File: src/rtl/keccak_host_ctrl.sv
// Host-side sequencer for a Keccak core: accepts a hash command, streams message words
// into the core with block/last tracking, and buffers digest words in a 16-entry FIFO.
module keccak_host_ctrl (
    input  logic        clk,
    input  logic        rst,
    input  logic        cmd_start,
    input  logic [2:0]  cmd_mode,
    input  logic [7:0]  cmd_len_words,
    input  logic [10:0] cmd_d,
    output logic        cmd_ready,
    input  logic [63:0] msg_data,
    input  logic        msg_valid,
    output logic        msg_ready,
    output logic        core_start,
    output logic [63:0] core_dt_i,
    output logic [2:0]  core_cmode,
    output logic        core_last_block,
    output logic [10:0] core_d,
    input  logic        core_valid,
    input  logic        core_ready,
    input  logic        core_finish_hash,
    input  logic [31:0] core_dt_o_hash,
    output logic [31:0] dig_data,
    output logic        dig_valid,
    output logic        dig_last,
    input  logic        dig_ready,
    output logic        err_underrun,
    output logic        err_overflow,
    output logic        err_cmd
);
    localparam int FIFO_DEPTH = 16;

    typedef enum logic [2:0] {IDLE, START, FEED, WAIT_HASH, DRAIN} state_t;

    state_t      state;
    logic [2:0]  mode_q;
    logic [10:0] d_q;
    logic [7:0]  remaining;
    logic [4:0]  blk_cnt;
    logic        final_blk;

    logic [32:0] fifo_mem [FIFO_DEPTH];
    logic [3:0]  wr_ptr;
    logic [3:0]  rd_ptr;
    logic [4:0]  count;

    function automatic logic [4:0] rate_words(input logic [2:0] mode);
        logic [4:0] r;
        case (mode)
            3'd0:    r = 5'd18;
            3'd1:    r = 5'd17;
            3'd2:    r = 5'd13;
            3'd3:    r = 5'd9;
            3'd4:    r = 5'd21;
            default: r = 5'd17;
        endcase
        return r;
    endfunction

    logic [4:0] rate;
    logic       cmd_ok;
    logic       xfer;
    logic       in_final;
    logic       fifo_full;
    logic       fifo_empty;
    logic       pop;
    logic       wr_req;
    logic       wr_en;

    assign rate     = rate_words(mode_q);
    assign cmd_ok   = (cmd_mode <= 3'd5) && (cmd_len_words != 8'd0);
    assign xfer     = (state == FEED) && core_valid;
    // The final block is decided only at a block boundary; mid-block the latched flag holds.
    assign in_final = final_blk || ((blk_cnt == 5'd0) && (remaining <= {3'b000, rate}));

    assign fifo_full  = (count == 5'(FIFO_DEPTH));
    assign fifo_empty = (count == 5'd0);
    assign pop        = !fifo_empty && dig_ready;
    assign wr_req     = (state == WAIT_HASH) && core_ready;
    assign wr_en      = wr_req && (!fifo_full || pop);

    assign msg_ready       = xfer;
    assign core_dt_i       = (xfer && msg_valid) ? msg_data : 64'd0;
    assign core_last_block = (state == FEED) && in_final;
    assign core_cmode      = mode_q;
    assign core_d          = d_q;
    assign dig_valid       = !fifo_empty;
    assign dig_data        = fifo_empty ? 32'd0 : fifo_mem[rd_ptr][31:0];
    assign dig_last        = !fifo_empty && fifo_mem[rd_ptr][32];

    always_ff @(posedge clk or posedge rst) begin
        if (rst) begin
            state        <= IDLE;
            cmd_ready    <= 1'b1;
            core_start   <= 1'b0;
            mode_q       <= 3'd0;
            d_q          <= 11'd0;
            remaining    <= 8'd0;
            blk_cnt      <= 5'd0;
            final_blk    <= 1'b0;
            err_underrun <= 1'b0;
            err_overflow <= 1'b0;
            err_cmd      <= 1'b0;
        end else begin
            case (state)
                IDLE: begin
                    if (cmd_start) begin
                        if (cmd_ok) begin
                            state        <= START;
                            cmd_ready    <= 1'b0;
                            core_start   <= 1'b1;
                            mode_q       <= cmd_mode;
                            d_q          <= cmd_d;
                            remaining    <= cmd_len_words;
                            blk_cnt      <= 5'd0;
                            final_blk    <= 1'b0;
                            err_underrun <= 1'b0;
                            err_overflow <= 1'b0;
                            err_cmd      <= 1'b0;
                        end else begin
                            err_cmd <= 1'b1;
                        end
                    end
                end
                START: begin
                    state      <= FEED;
                    core_start <= 1'b0;
                end
                FEED: begin
                    // The core is never stalled: a missing message word is sent as zero.
                    if (xfer) begin
                        remaining <= remaining - 8'd1;
                        final_blk <= in_final;
                        blk_cnt   <= (blk_cnt == rate - 5'd1) ? 5'd0 : blk_cnt + 5'd1;
                        if (!msg_valid) begin
                            err_underrun <= 1'b1;
                        end
                        if (remaining == 8'd1) begin
                            state <= WAIT_HASH;
                        end
                    end
                end
                WAIT_HASH: begin
                    if (core_ready && core_finish_hash) begin
                        state <= DRAIN;
                    end
                end
                DRAIN: begin
                    if (fifo_empty) begin
                        state     <= IDLE;
                        cmd_ready <= 1'b1;
                    end
                end
                default: begin
                    state      <= IDLE;
                    cmd_ready  <= 1'b1;
                    core_start <= 1'b0;
                end
            endcase
            if (wr_req && fifo_full && !pop) begin
                err_overflow <= 1'b1;
            end
        end
    end

    always_ff @(posedge clk or posedge rst) begin
        if (rst) begin
            wr_ptr <= 4'd0;
            rd_ptr <= 4'd0;
            count  <= 5'd0;
        end else begin
            if (wr_en) begin
                wr_ptr <= wr_ptr + 4'd1;
            end
            if (pop) begin
                rd_ptr <= rd_ptr + 4'd1;
            end
            case ({wr_en, pop})
                2'b10:   count <= count + 5'd1;
                2'b01:   count <= count - 5'd1;
                default: count <= count;
            endcase
        end
    end

    always_ff @(posedge clk) begin
        if (wr_en) begin
            fifo_mem[wr_ptr] <= {core_finish_hash, core_dt_o_hash};
        end
    end

endmodule
File: config.mk
export PLATFORM = sky130hd
export DESIGN_NAME = keccak_host_ctrl
export DESIGN_NICKNAME = d
export VERILOG_FILES = /design/src/rtl/keccak_host_ctrl.sv
export SDC_FILE = /design/constraint.sdc
export NUM_CORES = 1
export LEC_CHECK = 0
export BUFFER_PORTS_ARGS = -buffer_cell sky130_fd_sc_hd__clkbuf_2
export CAP_MARGIN = 0
export CELL_PAD_IN_SITES_DETAIL_PLACEMENT = 0
export CELL_PAD_IN_SITES_GLOBAL_PLACEMENT = 1
export CORE_AREA = 8 8 212 214
export CTS_BUF_LIST = sky130_fd_sc_hd__clkbuf_4 sky130_fd_sc_hd__clkbuf_8
export CTS_CLUSTER_DIAMETER = 120
export CTS_CLUSTER_SIZE = 20
export DETAILED_ROUTE_END_ITERATION = 8
export DIE_AREA = 0 0 220 222
export GPL_TIMING_DRIVEN = 0
export PLACE_DENSITY = 0.89
export SLEW_MARGIN = 20
export SYNTH_ARGS = -nofsm -noshare
export SYNTH_HDL_FRONTEND = slang
export SYNTH_SLANG_ARGS = --single-unit
File: constraint.sdc
create_clock -name clk -period 7.65 [get_ports clk]
set_input_delay 0.3825 -clock clk [delete_from_list [all_inputs] [get_ports clk]]
set_output_delay 0.3825 -clock clk [all_outputs]
set_load 0.005 [all_outputs]
-- Word-level counts from Yosys, hierarchy flattened
Memory sizes are Yosys's and may differ from the RTL's.
Index checks and enable logic that the tools add are counted.
- flip-flop bits (word level): 49
- bits in writable memories: 528
- output and inout bits: 119
- memories kept: 1
- $add $sub $neg: 7
- $lt $le $gt $ge: 2
- equality and inequality tests: 19
- multiplexer cells: 37
- bitwise operators: 2
- reductions and logical operators: 37
- memory list (name ; words ; width ; rd ports ; clocked after memory_dff ; wr ports ; RTL line ; source):
    fifo_mem ; 16 ; 33 ; 1 ; 0 ; 1 ; 42 ; logic [32:0] fifo_mem [FIFO_DEPTH];
- operators by type and width (kind ; count):
    2-to-1 mux 64 bit ; 1
    2-to-1 mux 32 bit ; 1
    2-to-1 mux 8 bit ; 3
    2-to-1 mux 5 bit ; 4
    one-hot mux 5 bit (2 select lines) ; 2
    one-hot mux 5 bit (4 select lines) ; 1
    2-to-1 mux 3 bit ; 6
    one-hot mux 8 bit (2 select lines) ; 1
    one-hot mux 3 bit (5 select lines) ; 1
    2-to-1 mux 1 bit ; 13
    equality test 3 x 2 -> 1 bit, second input constant ; 4
    logical AND 1 bit ; 12
    adder 5 x 1 -> 5 bit, second input constant ; 2
    logical NOT 5 bit ; 2
    inequality test 2 bit, second input constant ; 5
    nonzero test 2 bit ; 5
    subtractor 5 x 1 -> 5 bit, second input constant ; 2
    AND reduction 3 bit ; 3
    adder 4 x 1 -> 4 bit, second input constant ; 2
    equality test 8 x 1 -> 1 bit, second input constant ; 1
    less-or-equal comparator 8 x 5 -> 1 bit ; 1
    AND reduction 4 bit ; 2
    nonzero test 8 bit ; 1
    subtractor 8 x 1 -> 8 bit, second input constant ; 1
    other kinds (18) ; 28

-- Longest topological paths before layout
- depth in word-level cells: 7
- depth in mapped cells: 9
- gate-level depth less buffers: 9

-- Least setup slack after synthesis
No wires, ideal clock.
- path type: flip-flop to flip-flop
- from: register state[2]
- to: memory fifo_mem[4][0] (enable)
- arrival: 3.518 ns
- data required time: 7.186 ns
- setup slack: 3.668 ns
- cell stages (with the launch flop): 6
- path buffers: 1
- clock period less this slack: 3.982 ns
- path through: dfrtp_1 clkbuf_8 nand4b_1 a31oi_2 nand2_1 nor3_1
- cells in the longest elaborated chain, start to end: 5
- ends and longest elaborated chain (element ; RTL line ; source):
    from (decl) ; 35 ; state_t state;
    from (signal assigned) ; 93 ; state <= IDLE;
    from (signal assigned) ; 109 ; state <= START;
    from (signal assigned) ; 126 ; state <= FEED;
    equality test 3 x 2 -> 1 bit ; 79 ; assign wr_req = (state == WAIT_HASH) && core_ready;
    logical AND 1 bit ; 79 ;
    logical AND 1 bit ; 80 ; assign wr_en = wr_req && (!fifo_full || pop);
    2-to-1 mux 1 bit ; 187 ; if (wr_en) begin
    2-to-1 mux 1 bit (not written as such) ; 188 ; fifo_mem[wr_ptr] <= {core_finish_hash, core_dt_o_hash};
    to (decl) ; 42 ;
Every way passes these cells.

-- Final worst setup path
- from: register rd_ptr[1]
- to: output port dig_data[5]
- cells in the longest elaborated chain, start to end: 2
- ends and longest elaborated chain (element ; RTL line ; source):
    from (decl) ; 44 ; logic [3:0] rd_ptr;
    from (signal assigned) ; 176 ; rd_ptr <= rd_ptr + 4'd1;
    memory (16 x 33 bit) ; - ;
    2-to-1 mux 32 bit ; 88 ; assign dig_data = fifo_empty ? 32'd0 : fifo_mem[rd_ptr][31:0];
    to (decl) ; 23 ; output logic [31:0] dig_data,
Every way passes these cells.

==> results.md <==
- Status: complete, no violations
- Layout cells sized above 1: 34.93%
- Sequential-to-total area share from yosys stat: between 70% and 80%
- Final core occ: 63.60%
- NetSw: ~2.7 mW
- Largest net degree at the start of global routing: 26
- CP required: approximately 7300 ps
- Gate power share: roughly 38%
- I/O Buffers: 244
- CTS root buffer: clkbuf_8
- First-pass GRT wire length: 79,410 um
- Worst-Skew Late Latency: 600 ps
- Initial antenna violation count: 3
- Synth-to-layout area growth: 13.28%
- Final WS setup: approximately 3800 ps
- Syn Std Cell Area: between 0.02 and 0.025 mm^2
- Most common cell after layout, fill and taps aside: edfxtp_1
- EDFF count, synth: around 530
- Row count: 75
- DR pass1 iterations: 5
- Final hold violation count: 0
- Initial Util: a little under three fifths
- FFs w/ async S/R, synth: between 8 and 9%
- Max_cap viols: 0
- PwrDens: 309.6 mW/mm^2
- Gate Count Post-Synth: roughly 1,200
- Final setup TNS: 0 ps
- Most frequent cells in the layout: 528 x edfxtp_1, 244 x clkbuf_2, 132 x mux4_2
- Final #Nets: between 1,500 and 2,000
- HPWL Detailed: between 30,000 and 40,000 um
- Seq cells post-synth: between 500 and 600
- Worst slack, placed: 4422 ps
- Via count: around 12,000
- Total power: 8.167 mW
- Worst Clk Skew: 21.12 ps
- Core outline area: just over 0.04 mm^2
- Starting DRC count in detailed routing: approximately 1,200
- Worst Tran Pin Value: about 1000 ps
- Final antenna-violating net count: 0
- RSZ-0062 raised after global routing: false
- Period utilization: about half
- Clock power share: 16.3%
- Post-route DRC: 0
- Top cell type's share of synthesized area: about 68%
- Vias in the first global route: between 10,000 and 15,000
- Die height: approximately 220 um
- Slew Limit Fails: 0
- Post-CTS Setup Bufs: 0
- Yosys Warn Count: 0
- WP data arrival: 3490 ps
- Syn nets: ~1,300
- H-tree levels: 2
- Fmax: roughly 0.26 GHz
- Full die area: 0.04884 mm^2
- WL/cell: approximately 27 um
- # setup viols final: 0
- Worst vdd ir: just over 0.0002 V
- Fin crit period: between 3000 and 4000 ps
- Longest Clk Path Bufs: 3
- Yosys cell types: between 60 and 70
- Die Width: 220 um
- Clock Sinks: just under 600
- Startpoint class of the critical path: flip-flop
- Critical path endpoint category: output pin
- Synthesized area per cell: 19.89 um^2
- Worst hold path type: in -> reg
- TritonCTS buffer count: 34
- Grt ovf: 0
- CTS tree: built
- P_leak: about 9.3 nW
- Internal power: 5.487 mW
- Sw frac: between 30 and 40%
- Vias per cell: around 6.1
- Drt total wl: approximately 54,000 um
- Most used DFF post-synth: edfxtp_1
- CP max FO: 10
- GRT Overall Usage: 21.81%
- Yosys top cell by area: edfxtp_1
- CP Class: reg -> out
- Relative slew slack: about a third
- Worst-path clk slew: roughly 120 ps
- Io pins: roughly 250
- Ranking of synthesized cells by area: edfxtp_1 68%, mux4_2 13%, dfrtp_1 5.2%, mux2i_1 2.9%, and2_1 2.0%
- Hold WS: 36.68 ps
- Gpl congestion: 0.8376
- Part of the power in registers: between 40 and 50%
[logic make-up after synthesis]
group,count (synthesis),synth area share [%]
flip-flops,577,73.36
multiplexers,218,16.56
AND/OR/NAND/NOR,167,4.228
AO/OA/AOI/OAI,89,2.520
buffers and inverters,84,1.644
adder cells (fa/ha/maj),19,1.053
XOR/XNOR,17,0.6394
[through the flow]
stage	cells	instance area (um^2)
after CTS	2042	26370
after detailed placement	1986	25700
final	2044	26380
after floorplan	1171	23290
after global placement	1954	25180
after global routing	2044	26380
[state kept, by name (all words and copies together) (netlist names), 3 cells and up]
signal      cells
count           5
rd_ptr          4
core_d         11
core_cmode      3
remaining       8
fifo_mem      528
state           3
wr_ptr          4
blk_cnt         5
[layer usage]
layer | GRT usage, % | wire length (um)
met5 | 0 | 13
met4 | 6.095 | 1233
met3 | 4.366 | 5130
met1 | 28.24 | 20380
met2 | 37.15 | 27460
[cells in the mapped netlist (10+ instances only)]
master	number
edfxtp_1	528
mux4_2	132
and2_1	73
mux2i_1	68
dfrtp_1	48
o22ai_1	37
clkbuf_1	31
inv_1	24
buf_2	23
nor2_1	22
nand2_1	21
ha_1	18
mux2_2	18
o21ai_0	13
a21oi_1	11
nand3_1	11
xnor2_1	10
[final timing paths]
path,slack (ps),startpoint,cells after the start,to
setup / recovery,3780,rd_ptr[1],7,dig_data[5]
hold / removal,40,cmd_mode[2],2,core_cmode[2]
setup reg to reg,4490,state[2],8,fifo_mem[6][16]
hold reg to reg,500,core_start,1,core_start
max in group asynchronous,6760,rst,4,blk_cnt[3]
min in group asynchronous,340,rst,3,core_d[5]
[power groups by stage]
stage / Clock (mW) / Sequential [mW] / Combinational (mW)
after global routing: 1.45 / 3.76 / 3.35
after global placement: 0 / 3.80 / 3.02
after floorplan: 0 / 3.79 / 2.04
after CTS: 1.36 / 3.74 / 3.14
after detailed placement: 0 / 3.81 / 3.13
final: 1.33 / 3.74 / 3.10
[timing repair]
action	CTS	global route
resized for setup	0	0
hold buffers	14	0
hold endpoints to repair	36	0
[area by class of cell]
class                   instances  area (um^2)
plain buffers                  60        292.8
clock inverters                 3        23.77
clock buffers                  39        511.7
repair buffers                290         1817
flip-flops and latches        577        17080
inverters                      24        90.09
diodes                          2        5.005
fillers                      2770        15100
well taps                     539        674.4
multi-input cells             510         5882
[worst max-delay path, cell delays in order, from the launching register on]
cell	delay [ps]
dfrtp_1	360
buf_2	220
clkbuf_1	650
clkbuf_1	740
mux4_2	410
mux2i_1	170
o22ai_1	140
clkbuf_2	180
Note: power is estimated with default switching activity, not from simulation.
